**src/rtl/dx_iobus_ctrl_pkg.sv**
```systemverilog
// Shared types for the dx_iobus controller: FSM state encodings, pad
// direction constants and the counter preload helper.
package dx_iobus_ctrl_pkg;

    typedef enum logic [2:0] {
        ST_IDLE  = 3'd0,
        ST_TURN  = 3'd1,
        ST_WR    = 3'd2,
        ST_RWAIT = 3'd3,
        ST_RESP  = 3'd4
    } state_t;

    localparam logic DRV = 1'b1;
    localparam logic REL = 1'b0;

    // The counter runs N cycles when loaded with N-1 and exits on its zero flag.
    function automatic logic [3:0] cnt_preload(input int cycles);
        return (cycles <= 0) ? 4'd0 : 4'(cycles - 1);
    endfunction

endpackage

```
**src/rtl/dx_cnt_dn.sv**
```systemverilog
// Loadable 4-bit down-counter with a zero flag; shared by turnaround and read wait.
module dx_cnt_dn (
    input  logic       clk,
    input  logic       rst,
    input  logic       load,
    input  logic [3:0] load_val,
    input  logic       dec,
    output logic       zero
);

    logic [3:0] count;

    always_ff @(posedge clk or negedge rst) begin
        if (!rst) begin
            count <= 4'd0;
        end else if (load) begin
            count <= load_val;
        end else if (dec && (count != 4'd0)) begin
            count <= count - 4'd1;
        end
    end

    assign zero = (count == 4'd0);

endmodule

```
**src/rtl/dx_iobus_ctrl.sv**
```systemverilog
// Half-duplex pad bus controller: sequences dio_i/dio_t of a tristate pad bank
// with turnaround cycles on every direction change.
module dx_iobus_ctrl
    import dx_iobus_ctrl_pkg::*;
#(
    parameter int DATA_WIDTH  = 8,
    parameter int TURN_CYCLES = 1,
    parameter int RD_WAIT     = 2
) (
    input  logic                  clk,
    input  logic                  rst,
    // Handshakes: a transfer happens on a rising edge where valid and ready
    // are both high; valid holds its payload until then, ready never waits on valid.
    input  logic                  cmd_valid,
    output logic                  cmd_ready,
    input  logic                  cmd_wr,
    input  logic [DATA_WIDTH-1:0] cmd_data,
    output logic                  rsp_valid,
    input  logic                  rsp_ready,
    output logic [DATA_WIDTH-1:0] rsp_data,
    output logic [DATA_WIDTH-1:0] dio_i,
    output logic [DATA_WIDTH-1:0] dio_t,
    input  logic [DATA_WIDTH-1:0] dio_o,
    output logic                  bus_stb,
    output logic                  bus_we,
    output logic                  busy,
    output state_t                dbg_state
);

    localparam logic [3:0] TURN_LOAD = cnt_preload(TURN_CYCLES);
    localparam logic [3:0] RD_LOAD   = cnt_preload(RD_WAIT);
    localparam logic       TURN_ZERO = (TURN_CYCLES == 0);

    state_t                state;
    logic                  drv;
    logic                  target_rd;
    logic [DATA_WIDTH-1:0] wr_data;
    logic                  accept;
    logic                  cnt_load;
    logic [3:0]            cnt_val;
    logic                  cnt_dec;
    logic                  cnt_zero;

    assign accept    = cmd_valid & cmd_ready;
    assign dio_t     = {DATA_WIDTH{~drv}};
    assign dbg_state = state;

    dx_cnt_dn u_cnt (
        .clk      (clk),
        .rst      (rst),
        .load     (cnt_load),
        .load_val (cnt_val),
        .dec      (cnt_dec),
        .zero     (cnt_zero)
    );

    // Counter is preloaded on the edge that enters TURN or RWAIT.
    always_comb begin
        cnt_load = 1'b0;
        cnt_val  = 4'd0;
        cnt_dec  = 1'b0;
        case (state)
            ST_IDLE: begin
                if (accept) begin
                    if (cmd_wr) begin
                        if (drv == REL && !TURN_ZERO) begin
                            cnt_load = 1'b1;
                            cnt_val  = TURN_LOAD;
                        end
                    end else begin
                        cnt_load = 1'b1;
                        cnt_val  = (drv == DRV && !TURN_ZERO) ? TURN_LOAD : RD_LOAD;
                    end
                end
            end
            ST_TURN: begin
                if (cnt_zero) begin
                    if (target_rd) begin
                        cnt_load = 1'b1;
                        cnt_val  = RD_LOAD;
                    end
                end else begin
                    cnt_dec = 1'b1;
                end
            end
            ST_RWAIT: cnt_dec = !cnt_zero;
            default: ;
        endcase
    end

    always_ff @(posedge clk or negedge rst) begin
        if (!rst) begin
            state     <= ST_IDLE;
            drv       <= REL;
            dio_i     <= '0;
            wr_data   <= '0;
            target_rd <= 1'b0;
            rsp_data  <= '0;
            rsp_valid <= 1'b0;
            bus_stb   <= 1'b0;
            bus_we    <= 1'b0;
            busy      <= 1'b0;
            cmd_ready <= 1'b0;
        end else begin
            case (state)
                ST_IDLE: begin
                    cmd_ready <= 1'b1;
                    if (accept) begin
                        busy      <= 1'b1;
                        cmd_ready <= 1'b0;
                        wr_data   <= cmd_data;
                        target_rd <= !cmd_wr;
                        if (cmd_wr) begin
                            if (drv == DRV || TURN_ZERO) begin
                                state   <= ST_WR;
                                drv     <= DRV;
                                dio_i   <= cmd_data;
                                bus_stb <= 1'b1;
                                bus_we  <= 1'b1;
                            end else begin
                                state <= ST_TURN;
                            end
                        end else begin
                            // Release the pads on the accept edge so the read strobe never overlaps a drive.
                            drv <= REL;
                            if (drv == REL || TURN_ZERO) begin
                                state   <= ST_RWAIT;
                                bus_stb <= 1'b1;
                                bus_we  <= 1'b0;
                            end else begin
                                state <= ST_TURN;
                            end
                        end
                    end
                end
                ST_TURN: begin
                    if (cnt_zero) begin
                        bus_stb <= 1'b1;
                        if (target_rd) begin
                            state  <= ST_RWAIT;
                            bus_we <= 1'b0;
                        end else begin
                            state  <= ST_WR;
                            drv    <= DRV;
                            dio_i  <= wr_data;
                            bus_we <= 1'b1;
                        end
                    end
                end
                ST_WR: begin
                    state     <= ST_IDLE;
                    bus_stb   <= 1'b0;
                    bus_we    <= 1'b0;
                    busy      <= 1'b0;
                    cmd_ready <= 1'b1;
                end
                ST_RWAIT: begin
                    if (cnt_zero) begin
                        state     <= ST_RESP;
                        rsp_data  <= dio_o;
                        rsp_valid <= 1'b1;
                        bus_stb   <= 1'b0;
                    end
                end
                ST_RESP: begin
                    if (rsp_ready) begin
                        state     <= ST_IDLE;
                        rsp_valid <= 1'b0;
                        busy      <= 1'b0;
                        cmd_ready <= 1'b1;
                    end
                end
                default: begin
                    state     <= ST_IDLE;
                    bus_stb   <= 1'b0;
                    bus_we    <= 1'b0;
                    rsp_valid <= 1'b0;
                    busy      <= 1'b0;
                    cmd_ready <= 1'b1;
                end
            endcase
        end
    end

endmodule

```
**config.mk**
```make
export PLATFORM = sky130hd
export DESIGN_NAME = dx_iobus_ctrl
export DESIGN_NICKNAME = d
export VERILOG_FILES = /design/src/rtl/dx_iobus_ctrl_pkg.sv /design/src/rtl/dx_cnt_dn.sv /design/src/rtl/dx_iobus_ctrl.sv
export SDC_FILE = /design/constraint.sdc
export NUM_CORES = 1
export LEC_CHECK = 0
export ABC_CLOCK_PERIOD_IN_PS = 2550
export CAP_MARGIN = 20
export CORE_ASPECT_RATIO = 1.1
export CORE_UTILIZATION = 45
export CTS_CLUSTER_DIAMETER = 100
export DETAILED_ROUTE_END_ITERATION = 8
export PLACE_DENSITY_LB_ADDON = 0.25
export SETUP_SLACK_MARGIN = 0.15
export SYNTH_ARGS = -nofsm -noshare
export SYNTH_HDL_FRONTEND = slang
export SYNTH_SLANG_ARGS = --single-unit
```
**constraint.sdc**
```tcl
create_clock -name clk -period 2.55 [get_ports clk]
set_input_delay 0.51 -clock clk [delete_from_list [all_inputs] [get_ports clk]]
set_output_delay 0.51 -clock clk [all_outputs]
set_load 0.05 [all_outputs]
```
==> run summary <==
synthesized-area fraction occupied by adder cells: 3.87%
kind of capture point of the worst setup path: primary output
status: finished, final reports clean
total number of yosys warnings: 0
largest net degree at the start of global routing: 39
number of gates resized after cts: 0
Final nets: 229
critical path's largest stage delay: 870 ps
proportion of netlist area held by the largest area contributor: 49.1%
worst path arrival time: 1820 ps
CTS Buf Count: 5
DRC marker count from the first detailed-route iteration: 95
most common library cell in the layout ignoring fill and taps: clkdlybuf4s50_1
total DRC errors in the routed layout: 0
xor/xnor share of the synthesized area: 0.904%
antenna violations before repair: 0
Port Buffers: 52
slowest stage cell on the critical path: clkdlybuf4s50_1
post-synthesis cell area: 1940 um^2
chain of cells forming the critical path: inv_1 > clkdlybuf4s50_1
final worst clock skew: 10.7 ps
unrepaired setup endpoints after global routing: no
commonest cells after routing, fill and taps aside: clkdlybuf4s50_1, dfrtp_1, mux2_2
final worst setup slack: 219 ps
aggregate negative setup slack: 0 ps
first-pass GRT wire length: 6.62 mm
Crit Path Max Fanout: 11
count of pins on the block boundary: 53
Cell variety after synth: 39
share of the yosys chip area belonging to registers: 49.1%
total congestion overflow after global routing: 0
TritonCTS clock tree: yes
detail-routed net length per standard cell: 15.0 um
later-pin clock latency in the skew report: 290 ps
Place WS: 251 ps
Sinks on Clock Net: 38
Post-Syn Nets: 183
count of state elements after synthesis: 38
number of hold-slack violations in the final timing report: 0
num rows: 24
CTS Hold Buffers Added: 0
actual slew at the worst max-slew pin: 810 ps
multiplexer share of the synthesized area: 21.8%
level count of the clock H-tree: 2
fraction of layout instances using a drive strength above 1: 24.1%
fillcell total: 347
area fraction in and, or, nand and nor cells after synthesis: 9.88%
vias in the first global route: 1433
utilization after layout: 62.0%
compound-gate portion of the synthesized area: 7.23%
upper clock frequency limit: 429 MHz
Avg Inst Size Synth: 12.4 um^2
Initial Utilization: 47.8%
synth top area cells: dfrtp_1, mux2_2, mux2_4, ha_1, buf_6
Gate Count Post-Synth: 156
Final Slew Violations: 0
number of routed nets with antenna violations: 0
ant diodes: 0
Post-CTS Setup Bufs: 0
Hold/Removal Path Class: in2async
shortest period the worst path allows: 2330 ps
area added between synthesis and finish: 29.8%
aggregate global-route resource usage: 19.2%
buffers and inverters on the worst path: 2
Setup CP Type: reg2out
data required time at the worst endpoint: 2040 ps
Max-Cap Viols: 0
Post-Route WL: 3.83 mm
Final Setup Violations: 0
combinational family with the most area after synthesis: multiplexers
dpl hpwl: 2.79 mm
DR vias: 1338
Slew Limit Headroom: 46.0%
floorplan die area: 4570 um^2
element type at the critical path start: register
detail-routed via count per cell: 5.25
clock root cell: clkbuf_8
cell type group with the largest total delay on the critical path: buffers and inverters
final clock period utilization by the worst path: 91.4%
Routability Congestion: 0.810
First-pass DRT Iterations: 4
Synth area leader: dfrtp_1
placeable core area: 4050 um^2
clock-pin slew reported for the worst setup and hold paths after clock tree synthesis: 70 ps
Max clock buf depth: 2
Die Y: 70.8 um
width of the chip: 64.6 um
## flip-flops by register name, indices dropped and copies added (netlist names)
register	count
bus_stb	1
busy	1
bus_we	1
wr_data	8
drv	1
rsp_data	8
u_cnt.count	4
cmd_ready	1
dbg_state	3
rsp_valid	1
dio_i	8
target_rd	1
## cell usage after synthesis
cell type	number
nor3_1	3
o31ai_1	1
nor3b_2	2
buf_2	1
mux2_4	8
a211o_1	1
buf_4	7
a31oi_1	1
o211ai_1	1
nand2b_4	1
and3b_1	1
nor2b_1	1
mux2_2	26
nor3b_1	1
buf_6	5
a21o_1	2
nor2_1	8
o22a_1	1
or2_1	1
or2_2	1
inv_1	4
xor2_1	1
xnor2_1	1
a211oi_1	2
nand2_1	8
o32ai_1	1
and2_1	1
and3_1	1
a21oi_1	5
mux2i_1	1
clkbuf_1	3
ha_1	6
nand2b_1	3
o21ai_0	4
dfrtp_1	38
o32a_1	1
nor4_1	1
nand3_1	1
a22oi_1	1
## area by class of cell
cell class | count | area, um^2 | area share (%)
Inverter | 4 | 15.0 | 0.597
Sequential cell | 38 | 951 | 37.8
Multi-Input combinational cell | 98 | 847 | 33.7
Timing Repair Buffer | 55 | 546 | 21.7
Clock buffer | 7 | 86.3 | 3.43
Clock inverter | 1 | 5.00 | 0.199
Tap cell | 52 | 65.1 | 2.59
## metal layers
layer  vias to the layer above  wire length [um]  share of wire [%]  global-route usage [%]
li1                        628                 -                  -                       -
met1                       664              1570                 41                    21.8
met5                         -                 0                  0                       0
met4                         0                78                2.0                    8.40
met2                        40              2010                 53                    33.3
met3                         6               167                4.4                    5.65
## path summary, 6_finish.rpt
| path | startpoint | to | slack, ps | cells past startpoint |
|---|---|---|---|---|
| max reg2reg | dbg_state[0] | dio_i[3] | 440 | 4 |
| min | rst | rsp_data[1] | 310 | 1 |
| min reg2reg | wr_data[2] | wr_data[2] | 510 | 1 |
| min in group clk | wr_data[2] | wr_data[2] | 510 | 1 |
| max | drv | dio_t[4] | 220 | 2 |
| max in group asynchronous | rst | wr_data[4] | 1720 | 1 |
## kinds of logic after synthesis
| logic type | count (synthesis) |
|---|---|
| xor+xnor | 2 |
| simple gates | 34 |
| buf+inv | 20 |
| mux | 35 |
| compound gates | 21 |
| fa+ha+maj | 6 |
| flops | 38 |
## worst reg2reg max path, cell delays in order, from the launching register on
cell and delay (ps):
dfrtp_1 550, nor3b_2 420, nand2_1 140, a211o_1 510, mux2_4 370
## metrics by stage
step	instances	hold slack, ps	cell area, um^2
detailed placement	247	488	2420
CTS	255	341	2510
global route	255	381	2510
floorplan	156	214	1940
global placement	247	483	2420
finish	255	313	2510
Power is left out: the tool's default activity adds up to more than one toggle a clock period on the data nets, which glitch-free logic cannot reach.
==> RTL change: new RTL, same flow settings <==
Change the parameter `DATA_WIDTH` from 8 to 9.
--- a/src/rtl/dx_iobus_ctrl.sv
+++ b/src/rtl/dx_iobus_ctrl.sv
@@ -3,7 +3,7 @@
 module dx_iobus_ctrl
     import dx_iobus_ctrl_pkg::*;
 #(
-    parameter int DATA_WIDTH  = 8,
+    parameter int DATA_WIDTH  = 9,
     parameter int TURN_CYCLES = 1,
     parameter int RD_WAIT     = 2
 ) (
Ports: changed (5 resized); port bits go from 53 to 58. No check against the original RTL was run, so the function may have changed too.
==> RTL change against the original RTL <==
- first-iteration DRC count decreased by 31%
- final area is 7.1% higher
- die area up 4.9%
- synthesized area up 5.0%
- critical path depth unchanged
- critical path type unchanged
- sequential cell count grew 3
- hold slack better by 0.030 ns
- worst setup slack got worse by 0.0042 ns
- largest cell class unchanged
- routed wire length rose by 8.7%
Power is left out: the tool's default activity adds up to more than one toggle a clock period on the data nets, which glitch-free logic cannot reach.
==> RTL change: results (changes against the original RTL) <==
run_status:
  status: "completed"
critical_path:
  worstSetupStartpoint: "drv"
  r2r_start: "u_cnt.count[0]"
  timing.rr.end: "dio_i[0]"
  cpPeakStageDelay_ns: 0.86
  worstRegToRegCells: 6  # +2
  path_max_fanout: 12  # +1
  slowest_stage: "clkdlybuf4s50_1"
  cpLargestDelayFamily: "buffers and inverters"
  r2r_slack_ns: 0.43
  crit_arrival_ns: 1.82  # about the same
global_routing:
  grt_pass1_wl_um: 6720  # +1.6%
  grt_max_degree: 42  # +7.7%
  track_usage_pct: 19.0  # -0.20 points
  grt_pass1_vias: 1500  # +4.7%
  antenna_found_initial: 0  # unchanged
logic_synthesis:
  synth_cell_type_count: 36  # -7.7%
  synth.most_common_cell: "dfrtp_1"
  yosys_warnings: 0  # unchanged
  synth-async-reset-ratio_pct: 100  # unchanged
  synth_commonest_cells: "dfrtp_1 (41), mux2_2 (36), nand2_1 (9)"
  synth_nets: 196  # +7.1%
  yosys-top-cells-area: "dfrtp_1 (50%), mux2_2 (20%), ha_1 (3.7%), buf_4 (3.0%), nand2_1 (1.7%)"
  synthFlopType: "dfrtp_1"
  yosysSeqAreaShare_pct: 50.4  # +1.3 points
clock_network:
  cts_buffers: 5  # unchanged
  htree_levels: 2  # unchanged
  cts-hold-fix-buffers: 0  # unchanged
  clock_insertion_delay_worst_skew_ns: 0.29  # about the same
  root_buffer: "clkbuf_8"
  clk_path_buf_depth: 2  # unchanged
  path_clk_slew_ns: 0.08
place:
  gp_congestion: 0.868  # +7.1%
  post-dp-hpwl_um: 3060  # +9.5%
  dp_worst_setup_slack_ns: 0.255  # +0.00443 ns
  portBuffers: 57  # +9.6%
routing:
  drt_pass1_iterations: 4  # unchanged
  wl_per_cell_um: 15.2  # +1.5%
  drtIter0Drc: 66  # -31%
  routed-via-count: 1427  # +6.7%
floorplan:
  dieArea_mm2: 0.00480  # +4.9%
final_layout:
  reg.largest.list: "dio_i (9), rsp_data (9), wr_data (9)"
  antenna_cells: 0  # unchanged
  fillerInstances: 348  # +0.29%
  nets: 247  # +7.9%
  drive_gt1_share_pct: 25.1  # +0.98 points
timing:
  timing.slew.headroom_pct: 40.2  # -5.8 points
  fin_skew_ns: 0.00592  # -0.00483 ns
worst_hold_path:
  hold_path.class: "primary input to async pin"
-- RTL change: cell types whose count changed after synthesis, sizes merged, moves of 2 or more --
cell / change
a31oi: +2
o21ai: +2
mux2: +2
a211oi: -2
nand2b: -2
dfrtp: +3
o21a: +2
clkbuf: -2
nand3: +3
-- RTL change: layout make-up --
class                   instances  area [um2]  area share, %
flip-flops and latches         41        1030           38.1
multi-input cells             106         897           33.3
repair buffers                 59         597           22.2
clock buffers                   5        68.8           2.56
well taps                      54        67.6           2.51
inverters                       5        18.8          0.697
clock inverters                 3        17.5          0.651
-- RTL change: metal layers --
metal | global-route usage, % | up-vias | part of all wire [%]
li1 | - | 680 | -
met1 | 21.6 | 706 | 40
met2 | 33.2 | 35 | 54
met3 | 5.03 | 6 | 4.3
met4 | 8.51 | 0 | 1.8
met5 | 0 | - | 0
-- RTL change: how the worst max path moves through the flow --
| stage | end | slack (ns) | cells past startpoint |
|---|---|---|---|
| final | dio_t[6] | 0.22 | 2 |
| after global routing | dio_t[5] | 0.15 | 2 |
| after CTS | dio_t[2] | 0.16 | 2 |
| after detailed placement | dio_i[6] | 0.26 | 5 |
| after global placement | dio_i[3] | 0.32 | 5 |
| after floorplan | dio_i[0] | 0.61 | 5 |
-- RTL change: cell families after synthesis --
group / count (synthesis) / synth area share, %
buffers and inverters: 20 / 5.53
muxes: 37 / 20.4
AOI/OAI and AO/OA: 23 / 7.81
DFF: 41 / 50.4
xor gates and xnor gates: 3 / 1.29
adders and majority gates: 6 / 3.69
and+or+nand+nor: 37 / 10.9
-- RTL change: metrics by stage --
stage / instance area (um2) / std cells / hold slack [ns] / util [%]
finish: 2690 / 273 / 0.343 / 62.4
global route: 2690 / 273 / 0.406 / 62.4
CTS: 2680 / 273 / 0.361 / 62.0
detailed placement: 2590 / 265 / 0.491 / 60.0
global placement: 2590 / 265 / 0.481 / 60.0
floorplan: 2040 / 167 / 0.214 / -
-- RTL change: repair_timing --
item | 4_1_cts | 5_1_grt
buffers inserted | 0 | 0
setup endpoints to repair | 1 | 9
resized for setup | 1 | 7
